$ cat src/rtl/fetch_pkg.sv
// Shared types and constants for the instruction fetch stage.
// Holds the buffered entry layout and the credit-counter sizing helper.
package fetch_pkg;

    localparam int unsigned FETCH_AW        = 32;
    localparam int unsigned FETCH_BUF_DEPTH = 2;
    localparam logic [31:0] NOP_INSTR       = 32'h0000_0013;

    typedef struct packed {
        logic [FETCH_AW-1:0] pc;
        logic [31:0]         instr;
    } fetch_entry_t;

    function automatic int unsigned cred_w(input int unsigned depth);
        return $clog2(depth) + 1;
    endfunction

    localparam int unsigned CRED_W = cred_w(FETCH_BUF_DEPTH);

endpackage

$ cat src/rtl/fetch_fifo.sv
// Small synchronous FIFO holding fetched {pc, instr} entries.
// Flush wins over push and pop; head is read combinationally.
module fetch_fifo
    import fetch_pkg::*;
#(
    parameter int unsigned DEPTH = FETCH_BUF_DEPTH
) (
    input  logic                 clk,
    input  logic                 rst,
    input  logic                 push,
    input  logic                 pop,
    input  logic                 flush,
    input  fetch_entry_t         din,
    output logic                 full,
    output logic                 empty,
    output logic [$clog2(DEPTH):0] count,
    output fetch_entry_t         head
);

    localparam int unsigned PW = $clog2(DEPTH);

    fetch_entry_t  mem_q [DEPTH];
    logic [PW-1:0] rd_q, rd_d;
    logic [PW-1:0] wr_q, wr_d;
    logic [PW:0]   cnt_q, cnt_d;
    logic          do_push, do_pop;

    assign full    = (cnt_q == (PW+1)'(DEPTH));
    assign empty   = (cnt_q == '0);
    assign count   = cnt_q;
    assign head    = mem_q[rd_q];
    assign do_push = push && !full && !flush;
    assign do_pop  = pop && !empty && !flush;

    // Pointer and occupancy next-state, flush clears everything.
    always_comb begin
        rd_d  = rd_q;
        wr_d  = wr_q;
        cnt_d = cnt_q;
        if (flush) begin
            rd_d  = '0;
            wr_d  = '0;
            cnt_d = '0;
        end else begin
            if (do_push) wr_d = wr_q + PW'(1);
            if (do_pop)  rd_d = rd_q + PW'(1);
            unique case ({do_push, do_pop})
                2'b10:   cnt_d = cnt_q + (PW+1)'(1);
                2'b01:   cnt_d = cnt_q - (PW+1)'(1);
                default: cnt_d = cnt_q;
            endcase
        end
    end

    // Pointer/occupancy registers.
    always_ff @(posedge clk) begin
        if (!rst) begin
            rd_q  <= '0;
            wr_q  <= '0;
            cnt_q <= '0;
        end else begin
            rd_q  <= rd_d;
            wr_q  <= wr_d;
            cnt_q <= cnt_d;
        end
    end

    // Payload storage needs no reset; occupancy guards reads.
    always_ff @(posedge clk) begin
        if (do_push) mem_q[wr_q] <= din;
    end

endmodule

$ cat src/rtl/instr_fetch.sv
// Fetch stage: owns the PC, issues credit-limited in-order requests.
// Optional perf counters are built when FETCH_PERF_EN is defined.
module instr_fetch
    import fetch_pkg::*;
#(
    parameter int unsigned       ADDR_W    = FETCH_AW,
    parameter logic [ADDR_W-1:0] RESET_PC  = '0,
    parameter int unsigned       BUF_DEPTH = FETCH_BUF_DEPTH,
    parameter int unsigned       CNT_W     = 32
) (
    input  logic              clk,
    input  logic              rst,
    output logic              imem_req_valid,
    input  logic              imem_req_ready,
    output logic [ADDR_W-1:0] imem_addr,
    input  logic              imem_resp_valid,
    input  logic [31:0]       imem_resp_data,
    input  logic              stall_d,
    input  logic              redirect_valid,
    input  logic [ADDR_W-1:0] redirect_pc,
    output logic              valid_f,
    output logic [31:0]       instr_f,
    output logic [ADDR_W-1:0] pc_f,
    output logic [ADDR_W-1:0] pc_plus4_f
`ifdef FETCH_PERF_EN
    ,
    output logic [CNT_W-1:0]  perf_fetched,
    output logic [CNT_W-1:0]  perf_stall_cycles
`endif
);

    localparam int unsigned CW =
        (BUF_DEPTH == FETCH_BUF_DEPTH) ? CRED_W : cred_w(BUF_DEPTH);

    logic [ADDR_W-1:0] fetch_pc_q, fetch_pc_d;
    logic [ADDR_W-1:0] resp_pc_q, resp_pc_d;
    logic [ADDR_W-1:0] redir_pc;
    logic [CW-1:0]     outst_q, outst_d;
    logic [CW-1:0]     drop_q, drop_d;
    logic [CW-1:0]     buf_cnt;
    logic [CW:0]       used;
    logic [CW:0]       inflight;
    logic              accept;
    logic              resp_live;
    logic              fifo_push;
    logic              fifo_pop;
    logic              buf_full;
    logic              buf_empty;
    fetch_entry_t      din;
    fetch_entry_t      head;
    logic              unused_bits;

    assign redir_pc = {redirect_pc[ADDR_W-1:2], 2'b00};
    assign inflight = {1'b0, outst_q} + {1'b0, drop_q};
    assign used     = inflight + {1'b0, buf_cnt};

    assign imem_req_valid = rst && !redirect_valid
                          && (used < (CW+1)'(BUF_DEPTH));
    assign imem_addr      = fetch_pc_q;
    assign accept         = imem_req_valid && imem_req_ready;

    // A response with nothing in flight is stale memory state; ignore it.
    assign resp_live = imem_resp_valid && (inflight != '0);
    assign fifo_push = resp_live && (drop_q == '0) && !redirect_valid;
    assign fifo_pop  = valid_f && !stall_d && !redirect_valid;
    assign din       = '{pc: resp_pc_q, instr: imem_resp_data};

    assign valid_f    = !buf_empty;
    assign instr_f    = valid_f ? head.instr : NOP_INSTR;
    assign pc_f       = valid_f ? head.pc : '0;
    assign pc_plus4_f = pc_f + ADDR_W'(4);

    assign unused_bits = ^{redirect_pc[1:0], buf_full};

    fetch_fifo #(
        .DEPTH (BUF_DEPTH)
    ) u_fifo (
        .clk   (clk),
        .rst   (rst),
        .push  (fifo_push),
        .pop   (fifo_pop),
        .flush (redirect_valid),
        .din   (din),
        .full  (buf_full),
        .empty (buf_empty),
        .count (buf_cnt),
        .head  (head)
    );

    // PC, response-tag and credit bookkeeping; redirect overrides all.
    always_comb begin
        fetch_pc_d = fetch_pc_q;
        resp_pc_d  = resp_pc_q;
        outst_d    = outst_q;
        drop_d     = drop_q;
        if (redirect_valid) begin
            fetch_pc_d = redir_pc;
            resp_pc_d  = redir_pc;
            outst_d    = '0;
            drop_d     = drop_q + outst_q - CW'(resp_live);
        end else begin
            if (accept) fetch_pc_d = fetch_pc_q + ADDR_W'(4);
            if (resp_live && (drop_q != '0)) drop_d = drop_q - CW'(1);
            if (fifo_push) resp_pc_d = resp_pc_q + ADDR_W'(4);
            outst_d = outst_q + CW'(accept) - CW'(fifo_push);
        end
    end

    // Fetch state registers.
    always_ff @(posedge clk) begin
        if (!rst) begin
            fetch_pc_q <= RESET_PC;
            resp_pc_q  <= RESET_PC;
            outst_q    <= '0;
            drop_q     <= '0;
        end else begin
            fetch_pc_q <= fetch_pc_d;
            resp_pc_q  <= resp_pc_d;
            outst_q    <= outst_d;
            drop_q     <= drop_d;
        end
    end

`ifdef FETCH_PERF_EN
    logic [CNT_W-1:0] fetched_q;
    logic [CNT_W-1:0] stalls_q;

    assign perf_fetched      = fetched_q;
    assign perf_stall_cycles = stalls_q;

    // Saturating counters for consumed words and stalled-valid cycles.
    always_ff @(posedge clk) begin
        if (!rst) begin
            fetched_q <= '0;
            stalls_q  <= '0;
        end else begin
            if (fifo_pop && (fetched_q != '1))
                fetched_q <= fetched_q + CNT_W'(1);
            if (valid_f && stall_d && (stalls_q != '1))
                stalls_q <= stalls_q + CNT_W'(1);
        end
    end
`else
    logic unused_perf;
    assign unused_perf = (CNT_W == 0);
`endif

endmodule

$ cat config.mk
export PLATFORM = sky130hd
export DESIGN_NAME = instr_fetch
export DESIGN_NICKNAME = d
export VERILOG_FILES = /design/src/rtl/fetch_pkg.sv /design/src/rtl/fetch_fifo.sv /design/src/rtl/instr_fetch.sv
export SDC_FILE = /design/constraint.sdc
export NUM_CORES = 1
export LEC_CHECK = 0
export BUFFER_PORTS_ARGS = -buffer_cell sky130_fd_sc_hd__buf_2
export CAP_MARGIN = 25
export CORE_MARGIN = 8
export CORE_UTILIZATION = 42
export DETAILED_ROUTE_END_ITERATION = 8
export GPL_ROUTABILITY_DRIVEN = 1
export GPL_TIMING_DRIVEN = 0
export MAX_ROUTING_LAYER = met4
export PLACE_DENSITY = 0.69
export SETUP_SLACK_MARGIN = 0.15
export SYNTH_ARGS = -nofsm -noshare
export SYNTH_HDL_FRONTEND = slang
export SYNTH_SLANG_ARGS = --single-unit
$ cat constraint.sdc
create_clock -name clk -period 5.85 [get_ports clk]
set_clock_uncertainty 0.05 [all_clocks]
set_input_delay 0 -clock clk [delete_from_list [all_inputs] [get_ports clk]]
set_output_delay 0 -clock clk [all_outputs]
set_load 0.02 [all_outputs]
==> flow_metrics.py, run 1 <==
metrics = {
    "run_status": {
        "status": "finished clean",
    },
    "route": {
        "ant_nets": 0,
        "first_pass_iters": 6,
        "drtIter0Drc": 482,
        "wl_mm": 25.1,
        "via_count": 7590,
        "drcViolationCount": 0,
        "wire_per_inst_um": 17.5,
        "vias_per_cell": 5.31,
    },
    "floorplanning": {
        "core_sq_um": 21800,
        "io_pins": 200,
        "rows": 54,
        "die-area_sq_um": 27200,
        "fp.dieH_um": 165,
        "die_x_um": 165,
        "start_util": 0.427,
    },
    "layout": {
        "drive_gt1_frac": 0.232,
        "antenna_cells": 0,
        "post-route-util": 0.548,
        "syn_to_final_growth_pct": 28.4,
        "finalNetCount": 1219,
        "final_area_sq_um": 12000,
        "fill_cells": 1913,
    },
    "sta": {
        "rsz0062_at_grt": "no",
        "post-route-min-period_ps": 4320,
        "fmax_ghz": 0.232,
        "relSlewSlack": 0.423,
        "maxSlewViolCount": 0,
        "worst_pin_slew_ps": 866,
        "setup_violations": 0,
        "final-hold-violation-count": 0,
        "finalCritPeriodShare": 0.738,
    },
    "run": {
        "maxCapViolations": 0,
    },
    "clock_network": {
        "clk_latency_ps": 440,
        "cts_buffers": 17,
        "cts_tree": "done",
        "cts_root_buffer": "clkbuf_16",
        "clk_path_buf_depth": 2,
        "clock-sinks": 193,
        "htreeDepth": 4,
        "clk_pin_slew_ps": 80,
    },
    "logic_synthesis": {
        "synthArstFlopShare": 0,
        "ys_ff_latch": 193,
        "synth_cell_types": 60,
        "syn_inst": 855,
        "synth_edf_count": 124,
        "netlist_area_sq_um": 9320,
        "yosysSeqAreaShare": 0.548,
        "yosysTopAreaCell": "edfxtp_1",
        "yosys-top-cells-area": "edfxtp_1 40%, dfxtp_1 15%, mux2i_1 6.8%",
        "syn_area_per_cell_sq_um": 10.9,
        "synth_ff_type": "edfxtp_1",
        "synth_top_area_frac": 0.399,
        "yosysWarnings": 0,
    },
    "min_path": {
        "hold_depth": 3,
        "hp-class": "input pin to flop",
        "holdCritStartpoint": "redirect_valid",
        "min_to": "outst_q[0]",
    },
    "power_and_ir_drop": {
        "peakVddDrop_v": 0.000185,
        "power_density_nw_per_um2": 260,
        "total_leakage_power_uw": 0.00460,
    },
    "critical_path": {
        "r2r_end": "outst_q[1]",
        "worstPathMaxFanout": 10,
        "crit_type": "flop to primary output",
        "r2r_setup_slack_ps": 2240,
        "slowest_delay_ps": 500,
        "cp-start-kind": "flop",
        "cp_slowest_cell": "nor4b_1",
        "crit_required_ps": 5800,
        "path_buf_inv": 8,
        "cp-end-kind": "primary output",
        "crit_top_cell": "buf_2",
        "cp_num_cells": 15,
        "r2r_start": "outst_q[0]",
        "critPathTopFamily": "buffers and inverters",
        "worstPathArrival_ps": 4270,
        "ff2ff_path_depth": 16,
        "cp_cell_sequence": "buf_6 > buf_8 > buf_2 > buf_4 > buf_4 > buf_2 > mux2i_1 > nor2_1 > ha_1 > nor4b_1 > and2_1 > clkbuf_1 > nand4_1 > xnor2_1 > buf_2",
    },
    "global_route": {
        "grt_max_degree": 63,
        "gr-usage-all-layers": 0.187,
        "grt_pass1_wl_mm": 38.6,
        "first_global_vias": 7277,
        "grt_util_met3": 0.0489,
        "busiest_layer": "met2",
        "grtUsageMet1": 0.245,
        "grt_overflow_total": 0,
        "grt_antenna_before_repair": 0,
        "use_met2": 0.283,
    },
    "place": {
        "place_area_sq_um": 10700,
        "port_buffers": 190,
        "dpl.hpwl_mm": 18.6,
        "gp_congestion": 0.914,
    },
}
layout by cell type, fill, tap and decap left out, types with 5 or more instances in the layout:
cell           synthesis  layout
a21oi_1               48      48
a31oi_1               14      14
and2_1                 9       8
and3_1                11      11
and4_1                 9       9
buf_2                  8     198
buf_4                 11      11
clkbuf_1              24      24
clkbuf_16              0      17
conb_1                 1       6
dfxtp_1               69      69
dlygate4sd3_1          0      65
edfxtp_1             124     124
ha_1                  11      11
inv_1                 21      21
inv_8                  0       6
mux2i_1               63      63
nand2_1               58      58
nand3_1               37      37
nand3b_1               9       9
nand4_1               31      31
nor2_1                81      80
nor3_1                18      18
nor4_1                 8       8
o21a_1                 5       5
o21ai_0               43      43
o31ai_1                6       6
or3_1                  9       9
xnor2_1               26      26
xor2_1                42      42
sequential cells by signal, indices dropped and copies added, names as in the netlist, named ones only:
register and flops:
u_fifo.mem_q 124, u_fifo.wr_q 1, imem_addr 30, drop_q 2, outst_q 2, u_fifo.rd_q 1
resp_pc_q 30, u_fifo.count 2
Yosys cell counts, types with 2 or more instances:
cell and n:
or2_2 2, o211ai_1 2, edfxtp_1 124, and2_1 9
a21oi_1 48, nand2_1 58, mux2_2 2, a31oi_1 14
buf_2 8, or4_1 3, nor3_1 18, o211a_1 3
o31ai_1 6, fa_1 2, xnor2_1 26, xor2_1 42
buf_1 3, nor2b_1 2, nor3b_1 2, and3_1 11
o21a_1 5, nor4b_1 2, or3_1 9, and4_1 9
nand3b_1 9, dfxtp_1 69, mux2i_1 63, buf_6 3
o21ai_0 43, nand4_1 31, nor4_4 2, nand3_1 37
inv_1 21, nor4_1 8, o311ai_0 4, nand4b_1 2
a211oi_2 3, a211oi_1 4, clkbuf_1 24, ha_1 11
nor4_2 2, buf_4 11, nor2_1 81
cells by family (layout without fill, tap and decap cells):
family	after synthesis	in the layout	share of synthesized area
xor+xnor	68	68	0.0639
compound gates	138	138	0.0886
mux	65	65	0.0701
buf+inv	73	362	0.0388
flops	193	193	0.548
simple gates	304	304	0.172
other cells	1	6	0.000402
fa+ha+maj	13	13	0.0191
worst max-delay path by stage:
stage	startpoint	end	slack, ps
4_1_cts	flop	pc_plus4_f[20]	1500
5_1_grt	flop	pc_plus4_f[16]	1270
6_report	flop	pc_plus4_f[20]	1530
2_1_floorplan	drop_q[0]	u_fifo.mem_q[0][0]	1010
3_3_place_gp	outst_q[0]	u_fifo.mem_q[0][59]	-580
3_5_place_dp	flop	pc_plus4_f[20]	1990
per-stage QoR:
stage	setup slack [ps]	power [uW]	setup TNS, ps	cells	hold WS, ps
floorplan	1010	1800	0	860	48.9
global placement	-581	1920	-35930	1330	138
detailed placement	1990	1930	0	1332	141
CTS	1500	3140	0	1429	51.9
global route	1270	3240	0	1429	76.2
finish	1530	3110	0	1429	95.1
cell type report:
type,instances,area (sq um),area share
clock inverters,15,191,0.0160
flip-flops and latches,193,5100,0.427
repair buffers,257,1650,0.138
multi-input cells,594,3880,0.325
well taps,280,350,0.0293
clock buffers,17,425,0.0355
inverters,23,88.8,0.00742
plain buffers,50,273,0.0228
worst min-delay path: cells and delay by family:
kind | cells | cell delay (ps)
and+or+nand+nor | 2 | 430
buffers and inverters | 1 | 110
per-layer routing:
metal	wire (um)	part of all wire
met5	0	0
met4	346	0.014
met3	2380	0.095
met2	11000	0.44
met1	11300	0.45
repair_timing:
action,CTS,global route
setup endpoints to repair,0,0
hold buffers,65,0
gates resized for setup,0,0
endpoints found under the hold margin,130,0
buffers inserted,0,0
where the power goes:
| part | internal, uW | switching (uW) | leakage (uW) |
|---|---|---|---|
| registers | 1520 | 54.0 | 0.00170 |
| logic | 149 | 214 | 0.00260 |
| clock network | 590 | 589 | 0.000301 |
(Power assumes the default switching activity.)
==> inputs of run 2 (changes only) <==
Settings changed: ABC_AREA set to 1, PLACE_DENSITY 0.69 to 0.71.
Clock period 5.85 ns to 3.85 ns, I/O delays scaled along.
==> run 2 against run 1 <==
Flip-flop and latch count unchanged; non-clock buffer count grew 5; via count up 31%; sequential power rose by 52%; clock-buffer cell count is the same; die area is 11% higher; final cell count increased by 40%; critical endpoint is now outst_q[1]; highest routed layer unchanged.
==> flow_metrics.py, run 2 <==
metrics = {
    "min_path": {
        "holdCritStartpoint": "imem_req_ready",
        "hp-class": "input pin to flop",
    },
    "logic_synthesis": {
        "synth_cell_types": 39,
        "yosysWarnings": 0,
        "syn_inst": 1381,
        "synth_edf_count": 124,
        "ys_ff_latch": 193,
        "synth_ff_type": "edfxtp_1",
        "syn_area_per_cell_sq_um": 7.57,
        "yosysMostFrequentCell": "nand2_1",
        "netlist_area_sq_um": 10500,
        "synthTopCellsByCount": "498 x nand2_1, 160 x nor2_1, 125 x inv_1",
        "synthArstFlopShare": 0,
        "yosysSeqAreaShare": 0.488,
        "synth_top_area_frac": 0.356,
        "yosys-top-cells-area": "edfxtp_1 36%, nand2_1 18%, dfxtp_1 13%",
        "yosysTopAreaCell": "edfxtp_1",
    },
    "route": {
        "highest_layer": "met4",
        "wl_met2_mm": 14.6,
        "ant_nets": 0,
        "wl_mm": 31.1,
        "met3_length_mm": 2.14,
        "first_pass_iters": 5,
        "drcViolationCount": 0,
        "via_count": 9959,
        "wire_per_inst_um": 15.5,
        "drtIter0Drc": 647,
        "m1WireLength_mm": 13.5,
        "vias_per_cell": 4.96,
    },
    "global_route": {
        "first_global_vias": 9764,
        "gr-usage-all-layers": 0.207,
        "grt_overflow_total": 0,
        "grt_antenna_before_repair": 1,
        "grt_pass1_wl_mm": 49.3,
        "grt_max_degree": 33,
    },
    "critical_path": {
        "worstPathArrival_ps": 3810,
        "crit_required_ps": 4180,
        "worstPathMaxFanout": 10,
        "crit_type": "flop to flop",
        "cp-start-kind": "flop",
        "r2r_start": "outst_q[0]",
        "cp-startpoint": "outst_q[0]",
        "cp-end-kind": "flop",
    },
    "sta": {
        "maxSlewViolCount": 0,
        "rsz0062_at_grt": "no",
        "post-route-min-period_ps": 3480,
        "setup_violations": 0,
        "finalCritPeriodShare": 0.905,
        "final-hold-violation-count": 0,
        "setup-tns-final_ps": 0,
        "fin_ws_ps": 365,
        "relSlewSlack": 0.518,
        "fmax_ghz": 0.287,
        "worst_pin_slew_ps": 721,
    },
    "floorplanning": {
        "die-area_sq_um": 30200,
        "start_util": 0.429,
        "die_x_um": 174,
        "rows": 57,
        "fp.dieH_um": 174,
        "io_pins": 200,
        "core_sq_um": 24400,
    },
    "layout": {
        "post-route-util": 0.545,
        "fill_cells": 2286,
        "finalNetCount": 1751,
        "drive_gt1_frac": 0.178,
        "syn_to_final_growth_pct": 27.1,
        "regMostFlops": "u_fifo.mem_q",
        "largest_reg_flops": 124,
        "final_area_sq_um": 13300,
        "final_common_cell": "nand2_1",
        "final_cell_mix": "498 x nand2_1, 202 x buf_2, 158 x nor2_1, 125 x inv_1, 124 x edfxtp_1",
    },
    "place": {
        "gp_congestion": 0.949,
        "place_area_sq_um": 11900,
        "port_buffers": 191,
        "place_ws_ps": 394,
        "dpl.hpwl_mm": 23.3,
    },
    "clock_network": {
        "htreeDepth": 4,
        "cts_buffers": 17,
        "cts_tree": "done",
        "clk_latency_ps": 440,
        "clk_pin_slew_ps": 80,
        "cts_root_buffer": "clkbuf_16",
        "clock-sinks": 193,
        "clk_path_buf_depth": 2,
    },
    "run_status": {
        "status": "finished clean",
    },
    "run": {
        "maxCapViolations": 0,
    },
    "power_and_ir_drop": {
        "power_density_nw_per_um2": 365,
        "total_leakage_power_uw": 0.00592,
        "report.power.total_uw": 4840,
        "peakVddDrop_v": 0.000240,
    },
}
[run 2: changes by cell type in the layout (fill, tap and decap cells not counted), sizes merged, moves of 19 or more]
| cell | delta |
|---|---|
| a21oi | +40 |
| inv | +108 |
| nand4 | -28 |
| xnor2 | -19 |
| nand2 | +445 |
| nor2 | +97 |
| mux2i | -63 |
| nand3 | +72 |
[run 2: final timing paths]
check                           slack [ps]            end  depth (start not counted)
worst max-delay path                   370     outst_q[1]                         15
worst min-delay path                    30  imem_addr[15]                          7
worst max register to register         370     outst_q[1]                         15
worst min register to register         470    u_fifo.rd_q                          2
[run 2: layer usage]
layer | GRT usage | vias to the layer above
met5 | - | -
met1 | 0.256 | 4516
met3 | 0.0383 | 56
met2 | 0.333 | 394
li1 | - | 4993
met4 | 0.0812 | 0
[run 2: where the power goes]
group	leakage (uW)	internal, uW	switching [uW]
registers	0.00170	2290	84.9
logic	0.00391	228	380
clock network	0.000312	919	939
total	0.00592	3440	1400
[run 2: cell type report]
cell class	instances	area (sq um)	area share
repair buffers	263	1730	0.130
flip-flops and latches	193	5100	0.384
inverters	137	520	0.0392
clock inverters	15	231	0.0174
plain buffers	49	278	0.0209
well taps	324	405	0.0305
diodes	1	2.50	0.000188
clock buffers	17	425	0.0320
multi-input cells	1007	4590	0.345
[run 2: worst max-delay path: stages, from the launching register on]
cell and delay (ps):
dfxtp_1 380, ha_1 160, inv_1 50, fa_1 490, inv_1 50, fa_1 380
xor2_1 230, nand4_1 130, clkbuf_4 230, buf_2 230, ha_1 300, inv_1 40
ha_1 170, xnor2_1 130, or2_2 280, a21oi_1 120
[run 2: repair_timing]
item / CTS / global route
resized for setup: 0 / 1
endpoints found under the hold margin: 127 / 0
buffers inserted: 0 / 0
setup endpoints to repair: 0 / 1
hold buffers: 68 / 0
[run 2: logic make-up (layout without fill, tap and decap cells)]
logic type                 count (synthesis)  in the layout  synth area share
DFF                                      193            193             0.488
other                                      1              7          0.000359
xor gates and xnor gates                  33             33            0.0276
buffers and inverters                    186            481            0.0761
AOI/OAI and AO/OA                        144            144            0.0709
and+or+nand+nor                          811            811             0.320
adders and majority gates                 13             13            0.0170
[run 2: metrics by stage]
stage	hold WS, ps	std cells
6_report	31.0	2006
2_1_floorplan	48.9	1386
3_5_place_dp	141	1905
5_1_grt	63.9	2006
3_3_place_gp	139	1901
4_1_cts	4.79	2005
==> inputs of run 3 (changes only) <==
Settings changed: CORE_UTILIZATION 42 to 51, PLACE_DENSITY 0.71 to 0.82, SLEW_MARGIN set to 10.
==> run 3 against run 2 <==
Setup slack got worse by 74 ps; via count increased by 1.0%; total power decreased by 0.38%; non-clock buffer count stayed put; core utilization is 11 points higher; sequential power barely moved; register-to-register slack got worse by 70 ps; clock-buffer cell count increased by 1; critical path type unchanged; largest power group unchanged.
==> flow_metrics.py, run 3 (same netlist as run 2, synthesis figures left out) <==
metrics = {
    "route": {
        "drtIter0Drc": 858,
        "wl_mm": 30.9,
        "via_count": 10060,
        "ant_nets": 0,
        "first_pass_iters": 5,
        "drcViolationCount": 0,
        "wire_per_inst_um": 15.8,
        "vias_per_cell": 5.16,
    },
    "critical_path": {
        "cp-end-kind": "flop",
        "worstPathMaxFanout": 10,
        "worstPathArrival_ps": 3890,
        "crit_type": "flop to flop",
        "cp_slowest_cell": "fa_1",
        "cp_cell_sequence": "ha_1 > inv_1 > fa_1 > inv_1 > fa_1 > xor2_1 > nand4_1 > buf_2 > buf_2 > ha_1 > inv_1 > ha_1 > xnor2_1 > or2_2 > a21oi_1",
        "crit_required_ps": 4180,
        "slowest_delay_ps": 500,
        "cp-start-kind": "flop",
    },
    "power_and_ir_drop": {
        "peakVddDrop_v": 0.000340,
        "power_density_nw_per_um2": 366,
        "report.power.total_uw": 4830,
        "total_leakage_power_uw": 0.00592,
    },
    "global_route": {
        "gr-usage-all-layers": 0.243,
        "first_global_vias": 9571,
        "grt_overflow_total": 0,
        "grt_antenna_before_repair": 0,
        "grt_max_degree": 27,
        "grt_pass1_wl_mm": 48.8,
    },
    "clock_network": {
        "clk_path_buf_depth": 2,
        "clk_latency_ps": 450,
        "cts_tree": "done",
        "clk_pin_slew_ps": 90,
        "htreeDepth": 4,
        "cts_root_buffer": "clkbuf_16",
        "hold_buffers": 68,
        "clock-sinks": 193,
        "cts_buffers": 17,
        "postCtsSetupBuffers": 0,
        "cts.repair.resized": 0,
    },
    "sta": {
        "relSlewSlack": 0.550,
        "worst_pin_slew_ps": 675,
        "post-route-min-period_ps": 3560,
        "setup_violations": 0,
        "final-hold-violation-count": 0,
        "rsz0062_at_grt": "no",
        "fmax_ghz": 0.281,
        "maxSlewViolCount": 0,
        "finalCritPeriodShare": 0.924,
        "timing.hold.ws_ps": 34.1,
    },
    "floorplanning": {
        "core_sq_um": 20200,
        "start_util": 0.518,
        "rows": 52,
        "fp.dieH_um": 159,
        "die_x_um": 159,
        "die-area_sq_um": 25300,
        "io_pins": 200,
    },
    "run": {
        "maxCapViolations": 0,
    },
    "layout": {
        "multi_input_area_sq_um": 4590,
        "antenna_cells": 0,
        "regMostFlops": "u_fifo.mem_q",
        "ff_latch_area_sq_um": 5100,
        "drive_gt1_frac": 0.178,
        "final_common_cell": "nand2_1",
        "final_cell_mix": "498 x nand2_1, 203 x buf_2, 158 x nor2_1, 125 x inv_1, 124 x edfxtp_1",
        "syn_to_final_growth_pct": 26.2,
        "fill_cells": 1634,
        "largest_reg_flops": 124,
        "finalNetCount": 1751,
    },
    "run_status": {
        "status": "finished clean",
    },
    "place": {
        "gp_congestion": 0.958,
        "port_buffers": 191,
        "dpl.hpwl_mm": 22.8,
    },
    "min_path": {
        "hp-class": "input pin to flop",
    },
}
==> run 3: power breakdown <==
group | switching (uW) | internal (uW)
Clock | 898 | 937
Combinational | 384 | 229
Sequential | 84.2 | 2290
Total | 1370 | 3460
==> run 3: worst max-delay path: cells and delay by family, from the launching register on <==
family | cells | cell delay (ps)
buffers and inverters | 5 | 620
flip-flops | 1 | 380
adder cells (fa/ha/maj) | 5 | 1520
AO/OA/AOI/OAI | 1 | 140
XOR/XNOR | 2 | 360
AND/OR/NAND/NOR | 2 | 430
==> run 3: path summary, 6_finish.rpt <==
check,from,end,slack (ps),depth (start not counted)
max,outst_q[0],outst_q[1],290,15
min,imem_req_ready,imem_addr[5],30,7
max reg2reg,outst_q[0],outst_q[1],290,15
min reg2reg,resp_pc_q[31],u_fifo.mem_q[1][63],440,0
==> run 3: final cells by class <==
class	instances	share of cell area
Sequential cell	193	0.387
Multi-Input combinational cell	1007	0.348
Timing Repair Buffer	263	0.131
Clock inverter	14	0.0140
Tap cell	270	0.0256
Clock buffer	18	0.0341
Inverter	137	0.0395
Buffer	49	0.0209
==> run 3: stage by stage <==
stage / setup TNS (ps) / setup WS [ps] / instances / utilization / instance area (sq um)
CTS: 0 / 349 / 1951 / 0.654 / 13200
finish: 0 / 291 / 1951 / 0.654 / 13200
detailed placement: 0 / 383 / 1851 / 0.589 / 11900
floorplan: 0 / 110 / 1386 / - / 10500
global placement: -118100 / -966 / 1847 / 0.584 / 11800
global route: 0 / 212 / 1951 / 0.654 / 13200
==> run 3: routing by layer <==
metal  share of wire  GRT usage  routed length [um]  vias up
li1                -          -                   -     4998
met1            0.41      0.290               12700     4492
met2            0.48      0.402               14800      489
met3           0.081     0.0502                2500       81
met4           0.030     0.0888                 926        0
met5               0          -                   0        -
